===== src/rtl/control_pkg.sv =====
// Shared encodings and control-vector types for the RV32 control pipeline.
package control_pkg;

  localparam logic [6:0] OP_R      = 7'b0110011;
  localparam logic [6:0] OP_IMM    = 7'b0010011;
  localparam logic [6:0] OP_LOAD   = 7'b0000011;
  localparam logic [6:0] OP_STORE  = 7'b0100011;
  localparam logic [6:0] OP_BRANCH = 7'b1100011;
  localparam logic [6:0] OP_JAL    = 7'b1101111;
  localparam logic [6:0] OP_JALR   = 7'b1100111;
  localparam logic [6:0] OP_LUI    = 7'b0110111;
  localparam logic [6:0] OP_AUIPC  = 7'b0010111;

  localparam logic [1:0] ALU_OP_ADD   = 2'b00;
  localparam logic [1:0] ALU_OP_SUB   = 2'b01;
  localparam logic [1:0] ALU_OP_RTYPE = 2'b10;
  localparam logic [1:0] ALU_OP_ITYPE = 2'b11;

  localparam logic [1:0] A_SEL_RS1  = 2'b00;
  localparam logic [1:0] A_SEL_PC   = 2'b01;
  localparam logic [1:0] A_SEL_ZERO = 2'b10;

  localparam logic [1:0] M2R_ALU = 2'b00;
  localparam logic [1:0] M2R_MEM = 2'b01;
  localparam logic [1:0] M2R_PC4 = 2'b10;

  typedef struct packed {
    logic [1:0] alu_op;
    logic       alu_src;
    logic [1:0] a_sel;
    logic       branch;
    logic       jump;
    logic       jalr;
    logic       mem_read;
    logic       mem_write;
    logic       reg_write;
    logic [1:0] mem_to_reg;
    logic       illegal;
  } ctrl_t;

  typedef struct packed {
    logic       mem_read;
    logic       mem_write;
    logic       reg_write;
    logic [1:0] mem_to_reg;
  } mem_ctrl_t;

  typedef struct packed {
    logic       reg_write;
    logic [1:0] mem_to_reg;
  } wb_ctrl_t;

  localparam ctrl_t CTRL_BUBBLE = '0;

endpackage


===== src/rtl/control_decode.sv =====
// Combinational RV32I opcode decoder producing the ID-stage control vector.
module control_decode
  import control_pkg::*;
#(
  parameter bit SUPPORT_JUMP  = 1'b1,
  parameter bit SUPPORT_UPPER = 1'b1
) (
  input  logic [6:0] opcode_i,
  input  logic       rd_zero_i,
  input  logic       valid_i,
  output ctrl_t      ctrl_o,
  output logic       rs1_used_o,
  output logic       rs2_used_o
);

  always_comb begin
    ctrl_o     = CTRL_BUBBLE;
    rs1_used_o = 1'b0;
    rs2_used_o = 1'b0;
    if (valid_i) begin
      case (opcode_i)
        OP_R: begin
          ctrl_o.alu_op    = ALU_OP_RTYPE;
          ctrl_o.reg_write = 1'b1;
          rs1_used_o       = 1'b1;
          rs2_used_o       = 1'b1;
        end
        OP_IMM: begin
          ctrl_o.alu_op    = ALU_OP_ITYPE;
          ctrl_o.alu_src   = 1'b1;
          ctrl_o.reg_write = 1'b1;
          rs1_used_o       = 1'b1;
        end
        OP_LOAD: begin
          ctrl_o.alu_op     = ALU_OP_ADD;
          ctrl_o.alu_src    = 1'b1;
          ctrl_o.mem_read   = 1'b1;
          ctrl_o.reg_write  = 1'b1;
          ctrl_o.mem_to_reg = M2R_MEM;
          rs1_used_o        = 1'b1;
        end
        OP_STORE: begin
          ctrl_o.alu_op    = ALU_OP_ADD;
          ctrl_o.alu_src   = 1'b1;
          ctrl_o.mem_write = 1'b1;
          rs1_used_o       = 1'b1;
          rs2_used_o       = 1'b1;
        end
        OP_BRANCH: begin
          ctrl_o.alu_op = ALU_OP_SUB;
          ctrl_o.branch = 1'b1;
          rs1_used_o    = 1'b1;
          rs2_used_o    = 1'b1;
        end
        OP_JAL: begin
          if (SUPPORT_JUMP) begin
            ctrl_o.alu_src    = 1'b1;
            ctrl_o.a_sel      = A_SEL_PC;
            ctrl_o.jump       = 1'b1;
            ctrl_o.reg_write  = 1'b1;
            ctrl_o.mem_to_reg = M2R_PC4;
          end else begin
            ctrl_o.illegal = 1'b1;
          end
        end
        OP_JALR: begin
          if (SUPPORT_JUMP) begin
            ctrl_o.alu_src    = 1'b1;
            ctrl_o.a_sel      = A_SEL_RS1;
            ctrl_o.jump       = 1'b1;
            ctrl_o.jalr       = 1'b1;
            ctrl_o.reg_write  = 1'b1;
            ctrl_o.mem_to_reg = M2R_PC4;
            rs1_used_o        = 1'b1;
          end else begin
            ctrl_o.illegal = 1'b1;
          end
        end
        OP_LUI: begin
          if (SUPPORT_UPPER) begin
            ctrl_o.alu_src   = 1'b1;
            ctrl_o.a_sel     = A_SEL_ZERO;
            ctrl_o.reg_write = 1'b1;
          end else begin
            ctrl_o.illegal = 1'b1;
          end
        end
        OP_AUIPC: begin
          if (SUPPORT_UPPER) begin
            ctrl_o.alu_src   = 1'b1;
            ctrl_o.a_sel     = A_SEL_PC;
            ctrl_o.reg_write = 1'b1;
          end else begin
            ctrl_o.illegal = 1'b1;
          end
        end
        default: ctrl_o.illegal = 1'b1;
      endcase
      // Writes to x0 are architecturally discarded; dropping them here also keeps forwarding quiet.
      if (rd_zero_i) begin
        ctrl_o.reg_write = 1'b0;
      end
    end
  end

endmodule


===== src/rtl/control_pipeline.sv =====
// Control path for the 5-stage RV32 core: decode, load-use stall, redirect flush, EX/MEM/WB regs.
module control_pipeline
  import control_pkg::*;
#(
  parameter int unsigned REG_ADDR_W    = 5,
  parameter bit          SUPPORT_JUMP  = 1'b1,
  parameter bit          SUPPORT_UPPER = 1'b1,
  parameter bit          HAZARD_EN     = 1'b1
) (
  input  logic                  clk,
  input  logic                  rst,
  input  logic [31:0]           id_instr,
  input  logic                  id_valid,
  input  logic                  ex_redirect,
  output logic                  hazard_stall,
  output logic [1:0]            ex_alu_op,
  output logic                  ex_alu_src,
  output logic [1:0]            ex_alu_a_sel,
  output logic                  ex_branch,
  output logic                  ex_jump,
  output logic                  ex_jalr,
  output logic                  ex_mem_read,
  output logic [REG_ADDR_W-1:0] ex_rd,
  output logic                  mem_mem_read,
  output logic                  mem_mem_write,
  output logic                  mem_reg_write,
  output logic [REG_ADDR_W-1:0] mem_rd,
  output logic                  wb_reg_write,
  output logic [1:0]            wb_mem_to_reg,
  output logic [REG_ADDR_W-1:0] wb_rd,
  output logic                  ex_illegal
);

  logic [REG_ADDR_W-1:0] id_rd, id_rs1, id_rs2;
  ctrl_t                 id_ctrl;
  logic                  id_rs1_used, id_rs2_used, rs_match;

  ctrl_t                 ex_ctrl_d, ex_ctrl_q;
  logic [REG_ADDR_W-1:0] ex_rd_d, ex_rd_q;
  mem_ctrl_t             mem_ctrl_d, mem_ctrl_q;
  logic [REG_ADDR_W-1:0] mem_rd_d, mem_rd_q;
  wb_ctrl_t              wb_ctrl_d, wb_ctrl_q;
  logic [REG_ADDR_W-1:0] wb_rd_d, wb_rd_q;

  logic unused_funct;
  assign unused_funct = ^{id_instr[14:12], id_instr[31:25]};

  assign id_rd  = id_instr[7 +: REG_ADDR_W];
  assign id_rs1 = id_instr[15 +: REG_ADDR_W];
  assign id_rs2 = id_instr[20 +: REG_ADDR_W];

  control_decode #(
    .SUPPORT_JUMP  (SUPPORT_JUMP),
    .SUPPORT_UPPER (SUPPORT_UPPER)
  ) u_decode (
    .opcode_i   (id_instr[6:0]),
    .rd_zero_i  (id_rd == '0),
    .valid_i    (id_valid),
    .ctrl_o     (id_ctrl),
    .rs1_used_o (id_rs1_used),
    .rs2_used_o (id_rs2_used)
  );

  // A redirect squashes the ID instruction anyway, so stalling behind it would waste a cycle.
  always_comb begin
    rs_match     = (id_rs1_used && (ex_rd_q == id_rs1)) || (id_rs2_used && (ex_rd_q == id_rs2));
    hazard_stall = HAZARD_EN && id_valid && ex_ctrl_q.mem_read && (ex_rd_q != '0) && rs_match &&
                   !ex_redirect;
  end

  always_comb begin
    ex_ctrl_d = CTRL_BUBBLE;
    ex_rd_d   = '0;
    if (!(ex_redirect || hazard_stall)) begin
      ex_ctrl_d = id_ctrl;
      ex_rd_d   = (id_valid && !id_ctrl.illegal) ? id_rd : '0;
    end
    mem_ctrl_d.mem_read   = ex_ctrl_q.mem_read;
    mem_ctrl_d.mem_write  = ex_ctrl_q.mem_write;
    mem_ctrl_d.reg_write  = ex_ctrl_q.reg_write;
    mem_ctrl_d.mem_to_reg = ex_ctrl_q.mem_to_reg;
    mem_rd_d              = ex_rd_q;
    wb_ctrl_d.reg_write   = mem_ctrl_q.reg_write;
    wb_ctrl_d.mem_to_reg  = mem_ctrl_q.mem_to_reg;
    wb_rd_d               = mem_rd_q;
  end

  always_ff @(posedge clk) begin
    if (rst) begin
      ex_ctrl_q  <= CTRL_BUBBLE;
      ex_rd_q    <= '0;
      mem_ctrl_q <= '0;
      mem_rd_q   <= '0;
      wb_ctrl_q  <= '0;
      wb_rd_q    <= '0;
    end else begin
      ex_ctrl_q  <= ex_ctrl_d;
      ex_rd_q    <= ex_rd_d;
      mem_ctrl_q <= mem_ctrl_d;
      mem_rd_q   <= mem_rd_d;
      wb_ctrl_q  <= wb_ctrl_d;
      wb_rd_q    <= wb_rd_d;
    end
  end

  assign ex_alu_op     = ex_ctrl_q.alu_op;
  assign ex_alu_src    = ex_ctrl_q.alu_src;
  assign ex_alu_a_sel  = ex_ctrl_q.a_sel;
  assign ex_branch     = ex_ctrl_q.branch;
  assign ex_jump       = ex_ctrl_q.jump;
  assign ex_jalr       = ex_ctrl_q.jalr;
  assign ex_mem_read   = ex_ctrl_q.mem_read;
  assign ex_rd         = ex_rd_q;
  assign ex_illegal    = ex_ctrl_q.illegal;
  assign mem_mem_read  = mem_ctrl_q.mem_read;
  assign mem_mem_write = mem_ctrl_q.mem_write;
  assign mem_reg_write = mem_ctrl_q.reg_write;
  assign mem_rd        = mem_rd_q;
  assign wb_reg_write  = wb_ctrl_q.reg_write;
  assign wb_mem_to_reg = wb_ctrl_q.mem_to_reg;
  assign wb_rd         = wb_rd_q;

endmodule


===== config.mk =====
export PLATFORM = sky130hd
export DESIGN_NAME = control_pipeline
export DESIGN_NICKNAME = d
export VERILOG_FILES = /design/src/rtl/control_pkg.sv /design/src/rtl/control_decode.sv /design/src/rtl/control_pipeline.sv
export SDC_FILE = /design/constraint.sdc
export NUM_CORES = 1
export LEC_CHECK = 0
export BUFFER_PORTS_ARGS = -buffer_cell sky130_fd_sc_hd__buf_4
export CORE_MARGIN = 5
export CORE_UTILIZATION = 25
export CTS_BUF_LIST = sky130_fd_sc_hd__clkbuf_16
export DETAILED_ROUTE_END_ITERATION = 6
export PLACE_DENSITY = 0.59
export SLEW_MARGIN = 20
export SYNTH_ARGS = -nofsm -noshare
export SYNTH_HDL_FRONTEND = slang
export SYNTH_HIERARCHICAL = 1
export SYNTH_SLANG_ARGS = --single-unit

===== constraint.sdc =====
create_clock -name clk -period 5.9 [get_ports clk]
set_clock_uncertainty 0.05 [all_clocks]
set_input_delay 1.18 -clock clk [delete_from_list [all_inputs] [get_ports clk]]
set_output_delay 1.18 -clock clk [all_outputs]
set_load 0.05 [all_outputs]

==> results.toml, run 1 <==
[cts]
cts_resized = 0
cts_tree = "done"
numCtsBuffers = 5
cts_hold_buf = 0
root_buffer = "clkbuf_16"
clock_latency_ps = 280
cts.sinks = 37
cts_setup_buffers = 0
ctsHtreeMaxLevel = 2
path_clk_slew_ps = 50
clockBufferDepth = 2

[routing]
via_count = 1293
ant_nets = 0
drt_iter0_drc = 20
drt-total-wl_um = 3657
remaining_drc_errors = 0
dr_wl_met3_um = 314
route.met2.wl_um = 1688
maxUsedRoutingLayer = "met4"
first_pass_iters = 4
drt-met1-wl_um = 1596
post_drt_wl_per_cell_um = 12.44
vias_per_cell = 4.398

[placement]
place_hpwl_um = 2806
io_buffers = 57
pre_cts_slack_ps = 1788
place_area_um2 = 1933
finalWeightedCongestion = 0.8379

[synthesis]
yosysUniqueCellTypes = 34
synth_top_cell_by_area = "dfxtp_1"
netlist_area_um2 = 1494
ys.flop_type = "dfxtp_1"
syn_inst = 167
syn_area_per_cell_um2 = 8.946
async_reset_ff_frac = 0
synth_top_area_frac = 0.4958
ys_seq_area_frac = 0.4958
ys_ff_latch = 37
synth_edf_count = 0
ys_warn_count = 6
synth_area_leaders = "dfxtp_1, nor2b_1, a21oi_1, xnor2_1, nand2_1"
syn_nets = 203

[global_route]
grt.total_usage = 0.09850
grt_pass1_wl_um = 5720
grt.overflow.total = 0
antenna_found_initial = 0
first_global_vias = 1227
grt_max_degree = 21

[power]
leakage_uw = 0.0008887
vdd_drop_max_uv = 131.7
power_density_nw_per_um2 = 282.0

[timing]
period_share = 0.6988
max-slew-margin-rel = 0.4657
worst_pin_slew_ps = 798.5
layout_setup_ws_ps = 1777
setup_viol = 0
rsz0062_at_grt = "no"
fin_hold_ws_ps = 385.3
hold_viol = 0
setup_tns_ps = 0
fmax_mhz = 242.5
period_minus_slack_ps = 4123
slew_viol_final = 0

[worst_setup_path]
worstSetupPathType = "in2out"
cp-start-kind = "input pin"
cp.arrival_ps = 2890
ff2ff_setup_slack_ps = 4260
worst_r2r_path_depth = 3
crit_required_ps = 4670
r2r_start = "ex_rd[1]$_SDFF_PP0_"
reg2reg_to = "ex_alu_a_sel[0]$_SDFF_PP0_"
critPathLaunch = "id_valid"
crit_path_end_kind = "output pin"
critPathMaxFanout = 20

[cells_and_area]
fillers = 615
fin_area_um2 = 2100
antenna_cells = 0
area_delta_synth_final_pct = 40.54
nNetsFinal = 254
layout_commonest_cell = "buf_4"
regArea_um2 = 740.7
drive_gt1_frac = 0.3196
layout_common_cells = "buf_4, dfxtp_1, nand2_1"
multiInputGateArea_um2 = 651.9

[floorplanning]
core_um2 = 5851
dieWidth_um = 87.30
io_pins = 68
fp-row-count = 28
die_h_um = 87.30
start_util = 0.2553
die_area_um2 = 7621

[worst_hold_path]
min_path_type = "reg2reg"
hold_path_depth = 1
hp-start = "mem_ctrl_q[1]$_SDFF_PP0_"
hold_path_end = "wb_mem_to_reg[1]$_SDFF_PP0_"

[job]
drv_cap = 0

[status]
outcome = "complete, no violations"
==> through the flow <==
| stage | total power, uW | cells | util |
|---|---|---|---|
| after global placement | 303.2 | 286 | 0.3304 |
| final | 592.0 | 294 | 0.3589 |
| after CTS | 599.6 | 294 | 0.3589 |
| after global routing | 611.9 | 294 | 0.3589 |
| after floorplan | 281.3 | 167 | - |
| after detailed placement | 303.8 | 286 | 0.3304 |
==> how the worst max path moves through the flow <==
stage	endpoint	slack, ps	depth (start not counted)
floorplan	hazard_stall	1980	7
global placement	hazard_stall	1780	9
detailed placement	hazard_stall	1790	9
CTS	hazard_stall	1770	9
global route	hazard_stall	1620	9
finish	hazard_stall	1780	9
==> critical path, cell delays in order <==
cell and delay [ps]:
buf_4 110, nand3_2 140, or4_4 460, a21oi_1 180, nand2_1 70, o22ai_1 120, buf_4 250, and3b_1 190
buf_4 200
==> cells by family after synthesis <==
| family | synth area share |
|---|---|
| XOR/XNOR | 0.05862 |
| AND/OR/NAND/NOR | 0.2764 |
| AO/OA/AOI/OAI | 0.1013 |
| buffers and inverters | 0.06783 |
| flip-flops | 0.4958 |
==> per-layer routing <==
layer | global-route usage | vias up
li1 | - | 659
met1 | 0.1218 | 580
met2 | 0.1534 | 47
met3 | 0.03311 | 7
met4 | 0.04603 | 0
met5 | 0 | -
==> area by class of cell <==
class,count,share of cell area
repair buffers,58,0.2074
well taps,75,0.04470
multi-input cells,113,0.3105
inverters,3,0.005364
clock buffers,5,0.05959
clock inverters,3,0.01967
flip-flops and latches,37,0.3528
==> Yosys cell counts, types with 3 or more instances <==
| library cell | count |
|---|---|
| a21oi_1 | 21 |
| buf_2 | 3 |
| buf_4 | 5 |
| clkbuf_1 | 4 |
| dfxtp_1 | 37 |
| nand2_1 | 23 |
| nand4_1 | 3 |
| nor2_1 | 12 |
| nor2b_1 | 18 |
| nor3_1 | 3 |
| xnor2_1 | 10 |
==> where the power goes <==
group	internal, uW	leakage, uW	switching (uW)
logic	20.5	0.000513	24.5
clock network	197	0.0000775	96.3
registers	252	0.000298	1.52
total	470	0.000889	122
Power figures use the tool's default switching activity.
==> run 2: changes to the inputs <==
- PLACE_DENSITY: 0.59 -> 0.61
- clock period: 5.9 -> 3.6 ns (I/O delays scaled with it)
==> run 2 against run 1 <==
Net effect:
- clock power up 60%
- cell area rose by 0.18%
- setup slack worse by 1200 ps
- largest cell class unchanged
- cell count up 0.34%
- sequential power rose by 64%
- highest routed layer unchanged
- utilization rose by 0.064 points
- sequential share of layout area is 0.063 points lower
- via count down 1.2%
- non-clock buffer count is 1 higher
- flip-flop and latch count unchanged
- first-iteration DRC count grew 20%
==> results.toml, run 2 (synthesis gave the netlist of run 1 again) <==
[status]
outcome = "complete, no violations"

[worst_setup_path]
worstSetupPathType = "in2out"
critPathTopFamily = "simple AND/OR/NAND/NOR gates"
r2r_start = "ex_rd[4]$_SDFF_PP0_"
cp.depth = 8
slowest_stage = "or4_4"
critPathMaxFanout = 7
cp.arrival_ps = 2300
ff2ff_setup_slack_ps = 2040
reg2reg_to = "ex_jalr$_SDFF_PP0_"
max_stage_delay_ps = 530
crit_required_ps = 2830
crit_chain = "buf_4, inv_2, or4_4, a21oi_1, nand2_1, o22ai_1, and3b_1, buf_4"
cp-start-kind = "input pin"
worst_r2r_path_depth = 5
crit_path_frequent_cell = "buf_4"
crit_path_end_kind = "output pin"
crit_buf_inv = 3

[power]
vdd_drop_max_uv = 198.4
power_density_nw_per_um2 = 456.1
combPwrFrac = 0.077
switchingPower_uw = 191.9
leakage_uw = 0.0008993
p_total_uw = 959.3
intPower_uw = 767.4
clock_power_share = 0.490
seqPwrFrac = 0.433
p_sw_frac = 0.2001

[placement]
place_hpwl_um = 2885
place_area_um2 = 1941
finalWeightedCongestion = 0.8525
io_buffers = 57

[cts]
cts_setup_buffers = 0
cts_resized = 0
cts_tree = "done"
cts_hold_buf = 0
root_buffer = "clkbuf_16"
ctsHtreeMaxLevel = 2
numCtsBuffers = 5
cts.sinks = 37
path_clk_slew_ps = 50
clock_latency_ps = 270
clockBufferDepth = 2

[floorplanning]
fp-row-count = 28
io_pins = 68
dieWidth_um = 87.30
core_um2 = 5851
die_area_um2 = 7621
die_h_um = 87.30
start_util = 0.2553

[routing]
remaining_drc_errors = 0
post_drt_wl_per_cell_um = 12.74
drt_iter0_drc = 24
first_pass_iters = 4
ant_nets = 0
drt-total-wl_um = 3757
vias_per_cell = 4.329
via_count = 1277

[timing]
worst_pin_slew_ps = 857.8
hold_viol = 0
setup_tns_ps = 0
setup_viol = 0
period_minus_slack_ps = 3072
fmax_mhz = 325.5
rsz0062_at_grt = "no"
max-slew-margin-rel = 0.4201
fin_hold_ws_ps = 384.1
period_share = 0.8534
slew_viol_final = 0

[cells_and_area]
area_delta_synth_final_pct = 40.79
fin_area_um2 = 2103
drive_gt1_frac = 0.3182
layout_common_cells = "buf_4, dfxtp_1, nand2_1"
layout_commonest_cell = "buf_4"
antenna_cells = 0
nNetsFinal = 255

[worst_hold_path]
min_path_type = "reg2reg"
hp-start = "ex_ctrl_q[2]$_SDFF_PP0_"
hold_path_end = "mem_ctrl_q[1]$_SDFF_PP0_"
hold_path_depth = 1

[global_route]
grt_max_degree = 21
grt.total_usage = 0.09850
first_global_vias = 1224
antenna_found_initial = 0
grt.overflow.total = 0
grt_pass1_wl_um = 5816

[job]
drv_cap = 0
-- run 2: cell types whose count changed in the layout (fill, tap and decap cells not counted), sizes merged --
cell,before,now
buf,58,59
clkinvlp,1,0
inv,3,4
-- run 2: worst max-delay path by stage --
stage / from / to / slack [ps]
3_5_place_dp: id_instr[5] / hazard_stall / 540
4_1_cts: id_instr[5] / hazard_stall / 530
3_3_place_gp: id_valid / hazard_stall / 530
6_report: id_instr[5] / hazard_stall / 530
5_1_grt: id_valid / hazard_stall / 440
2_1_floorplan: id_instr[5] / hazard_stall / 600
-- run 2: power by group through the flow --
stage | sequential (uW) | combinational, uW | clock, uW
after floorplan | 433 | 28.5 | 0
after global placement | 424 | 72.9 | 0
after detailed placement | 424 | 73.6 | 0
after CTS | 415 | 73.9 | 484
after global routing | 415 | 79.9 | 500
final | 415 | 73.6 | 470
-- run 2: per-stage QoR --
step                      utilization  cells  setup slack [ps]
final                          0.3595    295             527.9
after CTS                      0.3595    295             532.0
after floorplan                     -    167             595.8
after global routing           0.3595    295             438.8
after global placement         0.3317    287             534.3
after detailed placement       0.3317    287             536.0
-- run 2: layout make-up --
type	instances	area (um2)
tap	75	93.84
multi-input combinational	113	651.9
inverter	3	11.26
clock buffer	5	125.1
clock inverter	3	37.54
sequential	37	740.7
timing repair buffer	59	442.9
fill	616	3747
-- run 2: metal layers --
layer,vias up,track usage,part of all wire
met1,556,0.1257,0.45
met2,61,0.1527,0.45
met3,5,0.03027,0.089
met4,0,0.04184,0.011
met5,-,0,0
li1,655,-,-
-- run 2: worst reg2reg max path: cells and delay by family, from the launching register on --
| kind | cells | cell delay [ps] |
|---|---|---|
| flip-flops | 1 | 450 |
| AND/OR/NAND/NOR | 1 | 130 |
| buffers and inverters | 1 | 280 |
| AO/OA/AOI/OAI | 2 | 360 |
| XOR/XNOR | 1 | 160 |
